--- config.mk ---
export PLATFORM = sky130hd
export DESIGN_NAME = pci_cfg_msi_mv
export DESIGN_NICKNAME = d
export VERILOG_FILES = /design/src/rtl/pci_cfg_pkg.sv /design/src/rtl/pci_msi_arb.sv /design/src/rtl/pci_cfg_msi_mv.sv
export SDC_FILE = /design/constraint.sdc
export NUM_CORES = 1
export LEC_CHECK = 0
export CORE_MARGIN = 2
export CORE_UTILIZATION = 45
export CTS_CLUSTER_SIZE = 10
export DETAILED_ROUTE_END_ITERATION = 7
export PLACE_DENSITY = 0.72
export SLEW_MARGIN = 20
export SYNTH_ARGS = -nofsm -noshare
export SYNTH_HDL_FRONTEND = slang
export SYNTH_HIERARCHICAL = 1
export SYNTH_SLANG_ARGS = --single-unit
--- constraint.sdc ---
create_clock -name clk -period 2 [get_ports clk]
set_input_delay 0.2 -clock clk [delete_from_list [all_inputs] [get_ports clk]]
set_output_delay 0.2 -clock clk [all_outputs]
set_load 0.02 [all_outputs]
--- src/rtl/pci_cfg_pkg.sv ---
// pci_cfg_pkg: shared offsets, constants, command bits and MSI FSM states for the Edu PCI config space.
package pci_cfg_pkg;
  typedef enum logic [5:0] {
    OFF_ID          = 6'h00,
    OFF_CMD         = 6'h01,
    OFF_CLASS       = 6'h02,
    OFF_MISC        = 6'h03,
    OFF_BAR0        = 6'h04,
    OFF_SUBSYS      = 6'h0b,
    OFF_CAPPTR      = 6'h0d,
    OFF_INTR        = 6'h0f,
    OFF_MSI_CTL     = 6'h10,
    OFF_MSI_ADDR_LO = 6'h11,
    OFF_MSI_ADDR_HI = 6'h12,
    OFF_MSI_DATA    = 6'h13,
    OFF_MSI_MASK    = 6'h14,
    OFF_MSI_PEND    = 6'h15
  } cfg_off_e;
  typedef enum logic [1:0] {ST_IDLE, ST_REQ, ST_ACKWAIT} msi_state_e;
  localparam logic [23:0] CLASS_CODE = 24'hff0000;
  localparam logic [7:0] CAP_ID_MSI = 8'h05;
  localparam logic [7:0] CAP_PTR = 8'h40;
  localparam logic [7:0] INT_PIN = 8'h01;
  localparam int CMD_IO = 0;
  localparam int CMD_MEM = 1;
  localparam int CMD_BM = 2;
  localparam int CMD_MWI = 4;
  localparam int CMD_PERR = 6;
  localparam int CMD_SERR = 8;
  localparam int CMD_FBB = 9;
  localparam int CMD_INTD = 10;
  localparam logic [15:0] CMD_WMASK = 16'((1 << CMD_IO) | (1 << CMD_MEM) | (1 << CMD_BM) | (1 << CMD_MWI) |
                                          (1 << CMD_PERR) | (1 << CMD_SERR) | (1 << CMD_FBB) | (1 << CMD_INTD));
  function automatic logic [31:0] be_merge(input logic [31:0] old, input logic [31:0] val, input logic [3:0] be);
    for (int i = 0; i < 4; i++) be_merge[8*i +: 8] = be[i] ? val[8*i +: 8] : old[8*i +: 8];
  endfunction
endpackage

--- src/rtl/pci_msi_arb.sv ---
// pci_msi_arb: pending interrupt vector, lowest-index priority grant and MSI issue FSM, plus INTx level.
module pci_msi_arb
  import pci_cfg_pkg::*;
#(
  parameter int NUM_VECTORS = 4
) (
  input  logic                   clk,
  input  logic                   rst,
  input  logic [NUM_VECTORS-1:0] intr_req,
  input  logic [NUM_VECTORS-1:0] intr_clr,
  input  logic                   msi_enable,
  input  logic                   bus_master,
  input  logic                   intr_disable,
  input  logic [NUM_VECTORS-1:0] mask,
  input  logic [2:0]             mme,
  input  logic [61:0]            addr,
  input  logic [15:0]            data,
  input  logic                   msi_ack,
  output logic [NUM_VECTORS-1:0] pending,
  output logic                   msi_req,
  output logic [63:0]            msi_addr,
  output logic [31:0]            msi_data,
  output logic                   intx_assert
);
  msi_state_e state, state_n;
  logic [4:0] vec, vec_n;
  logic [NUM_VECTORS-1:0] elig, clr, pending_n;
  logic [15:0] mme_mask;
  assign elig = pending & ~mask;
  assign mme_mask = ~(16'hffff << mme);
  always_comb begin
    vec_n = '0;
    for (int i = NUM_VECTORS - 1; i >= 0; i--) if (elig[i]) vec_n = 5'(i);
  end
  // set wins over any clear landing on the same bit in the same cycle
  assign clr = (msi_enable ? '0 : intr_clr) | (state == ST_ACKWAIT ? NUM_VECTORS'(1) << vec : '0);
  assign pending_n = (pending & ~clr) | intr_req;
  always_ff @(posedge clk or negedge rst) begin
    if (!rst) state <= ST_IDLE;
    else state <= state_n;
  end
  always_comb begin
    state_n = state == ST_IDLE ? (msi_enable && bus_master && |elig ? ST_REQ : ST_IDLE) :
              state == ST_REQ  ? (msi_ack ? ST_ACKWAIT : ST_REQ) : ST_IDLE;
  end
  always_comb begin
    msi_req = state == ST_REQ;
  end
  // address/data are captured at grant so software rewrites cannot disturb an outstanding request
  always_ff @(posedge clk or negedge rst) begin
    if (!rst) begin
      pending <= '0;
      vec <= '0;
      msi_addr <= '0;
      msi_data <= '0;
      intx_assert <= 1'b0;
    end else begin
      pending <= pending_n;
      intx_assert <= !msi_enable && !intr_disable && |pending_n;
      if (state == ST_IDLE && state_n == ST_REQ) begin
        vec <= vec_n;
        msi_addr <= {addr, 2'b00};
        msi_data <= {16'h0, (data & ~mme_mask) | (16'(vec_n) & mme_mask)};
      end
    end
  end
endmodule

--- src/rtl/pci_cfg_msi_mv.sv ---
// pci_cfg_msi_mv: Edu type-0 config space with sized BAR0 and multi-vector MSI.
// Define PCI_CFG_MSI_PVM_EN to add MSI per-vector masking (mask at 0x14, pending at 0x15).
module pci_cfg_msi_mv
  import pci_cfg_pkg::*;
#(
  parameter logic [15:0] VENDOR_ID = 16'h1234,
  parameter logic [15:0] DEVICE_ID = 16'h11e8,
  parameter logic [7:0]  REVISION = 8'h0a,
  parameter int          BAR0_SIZE_LOG2 = 12,
  parameter int          NUM_VECTORS = 4
) (
  input  logic                        clk,
  input  logic                        rst,
  input  logic                        cfg_enable,
  input  logic                        cfg_iswrite,
  input  logic [5:0]                  cfg_offset,
  input  logic [3:0]                  cfg_byte_en,
  input  logic [31:0]                 cfg_write_val,
  output logic [31:0]                 cfg_read_val,
  output logic                        cfg_read_valid,
  input  logic [5:0]                  status_err,
  input  logic [NUM_VECTORS-1:0]      intr_req,
  input  logic [NUM_VECTORS-1:0]      intr_clr,
  output logic [31-BAR0_SIZE_LOG2:0]  bar0_base,
  output logic                        mem_en,
  output logic                        bus_master,
  output logic                        msi_req,
  output logic [63:0]                 msi_addr,
  output logic [31:0]                 msi_data,
  input  logic                        msi_ack,
  output logic                        intx_assert
);
  localparam logic [2:0] MMC = 3'($clog2(NUM_VECTORS));
`ifdef PCI_CFG_MSI_PVM_EN
  localparam logic PVM_CAP = 1'b1;
`else
  localparam logic PVM_CAP = 1'b0;
`endif
  logic [15:0] cmd, status, data;
  logic [7:0] cls, int_line;
  logic [4:0] lat;
  logic [31-BAR0_SIZE_LOG2:0] bar;
  logic [31:0] ssid, addr_hi, rdata, wdata;
  logic [29:0] addr_lo;
  logic msi_en, we, re;
  logic [2:0] mme;
  logic [NUM_VECTORS-1:0] mask, pending;
  assign we = cfg_enable && cfg_iswrite;
  assign re = cfg_enable && !cfg_iswrite;
  assign status = {status_err[5:1], 2'b00, status_err[0], 3'b000, 1'b1, |pending, 3'b000};
  assign bar0_base = bar;
  assign mem_en = cmd[CMD_MEM];
  assign bus_master = cmd[CMD_BM];
  always_comb begin
    rdata = '0;
    case (cfg_offset)
      OFF_ID:          rdata = {DEVICE_ID, VENDOR_ID};
      OFF_CMD:         rdata = {status, cmd};
      OFF_CLASS:       rdata = {CLASS_CODE, REVISION};
      OFF_MISC:        rdata = {16'h0, lat, 3'b000, cls};
      OFF_BAR0:        rdata = {bar, {BAR0_SIZE_LOG2{1'b0}}};
      OFF_SUBSYS:      rdata = ssid;
      OFF_CAPPTR:      rdata = {24'h0, CAP_PTR};
      OFF_INTR:        rdata = {16'h0, INT_PIN, int_line};
      OFF_MSI_CTL:     rdata = {7'h0, PVM_CAP, 1'b1, mme, MMC, msi_en, 8'h00, CAP_ID_MSI};
      OFF_MSI_ADDR_LO: rdata = {addr_lo, 2'b00};
      OFF_MSI_ADDR_HI: rdata = addr_hi;
      OFF_MSI_DATA:    rdata = {16'h0, data};
`ifdef PCI_CFG_MSI_PVM_EN
      OFF_MSI_MASK:    rdata = 32'(mask);
      OFF_MSI_PEND:    rdata = 32'(pending);
`endif
      default:         rdata = '0;
    endcase
  end
  // merging against the current readback keeps unwritten lanes and read-only bits intact
  assign wdata = be_merge(rdata, cfg_write_val, cfg_byte_en);
  always_ff @(posedge clk or negedge rst) begin
    if (!rst) begin
      cmd <= '0;
      cls <= '0;
      lat <= '0;
      bar <= '0;
      ssid <= {DEVICE_ID, VENDOR_ID};
      int_line <= '0;
      msi_en <= 1'b0;
      mme <= '0;
      addr_lo <= '0;
      addr_hi <= '0;
      data <= '0;
    end else if (we) begin
      case (cfg_offset)
        OFF_CMD:         cmd <= wdata[15:0] & CMD_WMASK;
        OFF_MISC:        {lat, cls} <= {wdata[15:11], wdata[7:0]};
        OFF_BAR0:        bar <= wdata[31:BAR0_SIZE_LOG2];
        OFF_SUBSYS:      ssid <= wdata;
        OFF_INTR:        int_line <= wdata[7:0];
        OFF_MSI_CTL:     {mme, msi_en} <= {wdata[22:20] > MMC ? MMC : wdata[22:20], wdata[16]};
        OFF_MSI_ADDR_LO: addr_lo <= wdata[31:2];
        OFF_MSI_ADDR_HI: addr_hi <= wdata;
        OFF_MSI_DATA:    data <= wdata[15:0];
        default: ;
      endcase
    end
  end
`ifdef PCI_CFG_MSI_PVM_EN
  always_ff @(posedge clk or negedge rst) begin
    if (!rst) mask <= '0;
    else if (we && cfg_offset == OFF_MSI_MASK) mask <= wdata[NUM_VECTORS-1:0];
  end
`else
  assign mask = '0;
`endif
  always_ff @(posedge clk or negedge rst) begin
    if (!rst) begin
      cfg_read_val <= '0;
      cfg_read_valid <= 1'b0;
    end else begin
      cfg_read_valid <= re;
      if (re) cfg_read_val <= rdata;
    end
  end
  pci_msi_arb #(.NUM_VECTORS(NUM_VECTORS)) u_arb (
    .clk(clk),
    .rst(rst),
    .intr_req(intr_req),
    .intr_clr(intr_clr),
    .msi_enable(msi_en),
    .bus_master(cmd[CMD_BM]),
    .intr_disable(cmd[CMD_INTD]),
    .mask(mask),
    .mme(mme),
    .addr({addr_hi, addr_lo}),
    .data(data),
    .msi_ack(msi_ack),
    .pending(pending),
    .msi_req(msi_req),
    .msi_addr(msi_addr),
    .msi_data(msi_data),
    .intx_assert(intx_assert)
  );
endmodule

==> flow_metrics.py <==
metrics = {
    "status": {
        "status": "complete, but fails checks",
        "violations": "setup timing",
    },
    "critical_path": {
        "crit_required_ns": 2.39,
        "path_cells": "mux2_2 > a222oi_1 > a32oi_2 > buf_4 > o31a_1",
        "crit_fanout": 3,
        "start_kind": "register",
        "path_delay_family": "compound AO/OA/AOI/OAI gates",
        "critPathKind": "register to register",
        "slowest_delay_ns": 0.53,
        "slowest_stage": "a222oi_1",
        "cp.arrival_ns": 2.41,
        "worst-path-buf-inv": 1,
        "critPathCaptureType": "register",
    },
    "timing": {
        "slew_viol_final": 0,
        "rsz0062_at_grt": "yes",
        "worstMarginPinSlew_ns": 0.6190,
        "skew_ns": 0.01425,
        "min_period_ns": 2.021,
        "hold_viol_final": 0,
        "fin_worst_hold_slack_ns": 0.1679,
        "fin_ws_ns": -0.02086,
        "setup_viol": 26,
        "max_freq_ghz": 0.4948,
        "min_period_over_period_pct": 101.0,
        "slew_headroom_pct": 58.41,
    },
    "route": {
        "wirelength_mm": 38.40,
        "wl_per_cell_um": 21.11,
        "dr.first_iter.drc_count": 725,
        "drt_pass1_iterations": 5,
        "vias": 10040,
        "viasPerCell": 5.522,
        "ant_nets": 0,
        "route.detailed.drc": 0,
    },
    "die": {
        "die_h_um": 171.1,
        "core_um2": 27630,
        "initial_core_util_pct": 45.46,
        "dieArea_um2": 29260,
        "rows": 61,
        "io_pins": 214,
        "die-width_um": 171.1,
    },
    "clocking": {
        "clk_latency_ns": 0.51,
        "clock_path_buffers": 3,
        "clockRootBuffer": "clkbuf_16",
        "cts.sinks": 283,
        "cts_tree": "yes",
        "clk_pin_slew_ns": 0.06,
        "ctsHtreeMaxLevel": 2,
        "cts_buffers": 34,
    },
    "yosys": {
        "ys_seq_area_share_pct": 56.49,
        "synth_cell_types": 66,
        "synthCells": 1085,
        "ys_seq_elements": 283,
        "syn_area_um2": 12560,
        "async_flop_share_pct": 100.0,
        "netlist.area_leader.share_pct": 54.19,
        "yosysWarnings": 6,
        "yosys_most_used_dff": "dfrtp_1",
        "yosys.area.top_type": "dfrtp_1",
        "synth.area.top_cells": "dfrtp_1 (54%), mux2_2 (13%), o21ai_0 (4.5%)",
        "synth-edff-count": 0,
        "syn_area_per_cell_um2": 11.58,
    },
    "grt": {
        "grt-ovfl-total": 0,
        "grt_pass1_wl_mm": 56.26,
        "grtUsageTotal_pct": 24.97,
        "antenna_found_initial": 1,
        "grt_max_degree": 66,
        "first_global_vias": 10120,
    },
    "layout": {
        "drive_gt1_share_pct": 28.47,
        "syn2layout_area_growth_pct": 40.72,
        "fin_nets": 1481,
        "utilization_pct": 63.98,
    },
    "power_and_ir_drop": {
        "irDropWorstVdd_v": 0.0004952,
        "leakagePower_nw": 8.427,
        "p_per_area_nw_per_um2": 758.2,
        "power.total_w": 0.01340,
    },
    "place": {
        "dp_hpwl_mm": 25.49,
        "place.gp.congestion": 0.8636,
        "place_ws_ns": -0.6620,
        "port_buffers": 195,
    },
    "job": {
        "maxCapViolCount": 0,
    },
    "worst_hold_path": {
        "hp-class": "primary input to asynchronous set/reset pin",
    },
}
## power by group
part | internal (W) | leakage, nW | switching [W]
Combinational | 0.000670 | 4.12 | 0.000754
Sequential | 0.00603 | 3.82 | 0.000236
Clock | 0.00344 | 0.490 | 0.00227
## routing by layer
layer,GRT usage [%],routed length (µm),up-vias
li1,-,-,4538
met1,33.22,16410,5039
met2,41.36,18170,383
met3,4.511,2538,84
met4,8.475,1277,0
met5,0,0,-
## cell type report
cell class	instances	area, µm²
clock buffers	56	1017
diodes	1	2.502
inverters	15	56.30
multi-input cells	725	5366
flip-flops and latches	283	7096
well taps	378	473.0
repair buffers	361	3665
fillers	2140	9953
## metrics by stage
stage          cell area (µm²)  cells  TNS, ns
2_1_floorplan            12650   1108        0
3_3_place_gp             16020   1741   -73.85
3_5_place_dp             16020   1741   -86.73
4_1_cts                  17100   1800  -0.7239
5_1_grt                  17680   1819   -2.944
6_report                 17680   1819  -0.1294
## final timing paths
path                        startpoint            endpoint  slack, ns  cells after the start
max                        addr_lo[19]              mme[1]      -0.02                      5
min                                rst      u_arb/state[1]       0.17                      2
max reg2reg                addr_lo[19]              mme[1]      -0.02                      5
min reg2reg                     lat[0]              lat[0]       0.47                      2
max in group asynchronous          rst  u_arb/msi_data[14]       1.07                      3
min in group clk               msi_ack      u_arb/state[0]       0.28                      2
## worst reg2reg max path: stages (launching register included)
cell,delay (ns)
dfrtp_1,0.43
mux2_2,0.30
a222oi_1,0.53
a32oi_2,0.19
buf_4,0.18
o31a_1,0.28
## cell families (layout without fill, tap and decap cells)
logic type	after synthesis	after routing	synth area share (%)
AOI/OAI and AO/OA	243	243	13.82
muxes	156	156	13.91
and+or+nand+nor	301	301	11.58
other	2	26	0.05979
buffers and inverters	100	432	4.144
DFF	283	283	56.49
## synth_stat cells (3+ instances only)
cell	n
a31o_2	3
mux2_2	145
o31a_1	5
o21ai_0	113
a41oi_2	5
a21o_1	13
buf_4	21
a21oi_1	8
o41ai_1	5
a2bb2oi_1	4
nand4_1	10
inv_1	14
a22o_1	21
a31oi_1	10
nor2b_1	8
o31ai_1	8
a22oi_1	10
clkbuf_1	40
o41ai_2	4
a222oi_1	7
mux2i_1	8
mux2_1	3
buf_2	17
nor3_1	10
and3_1	5
a221o_1	3
nand3_1	41
nand2_1	132
buf_6	6
and2_1	10
nor2_1	34
o41a_1	4
dfstp_2	11
a41oi_1	3
nand2b_1	31
dfrtp_1	272
## state kept, by name, summed over array words and instances, names as in the netlist
register           count
addr_hi               32
addr_lo               30
bar0_base             20
cfg_read_val          32
cfg_read_valid         1
cls                    8
cmd                    8
data                  16
int_line               8
lat                    5
mme                    3
msi_en                 1
ssid                  32
u_arb/intx_assert      1
u_arb/msi_addr        62
u_arb/msi_data        16
u_arb/pending          4
u_arb/state            2
u_arb/vec              2
## cells in the final DEF (no fill, tap or decap), drive strengths merged, types with 10 or more instances in the layout
cell | synthesis | final
nand3 | 41 | 41
dfstp | 11 | 11
nand2 | 134 | 134
nand2b | 31 | 31
a22oi | 10 | 10
nor2 | 34 | 34
nor3 | 11 | 11
a31oi | 12 | 12
clkdlybuf4s50 | 0 | 187
dfrtp | 272 | 272
conb | 2 | 25
a22o | 21 | 21
a21o | 13 | 13
inv | 15 | 15
o21ai | 114 | 114
mux2 | 148 | 148
and2 | 12 | 12
clkbuf | 40 | 63
buf | 45 | 159
nand4 | 10 | 10
o41ai | 10 | 10
## what timing repair did
item                       CTS  global route
resized for setup           15            80
pin swaps                    7             9
buffers inserted             2             9
hold endpoints to repair   223             0
hold buffers                 1             0
setup endpoints to repair  122           157
cloned                       0             9
Note: power is estimated with default switching activity, not from simulation.
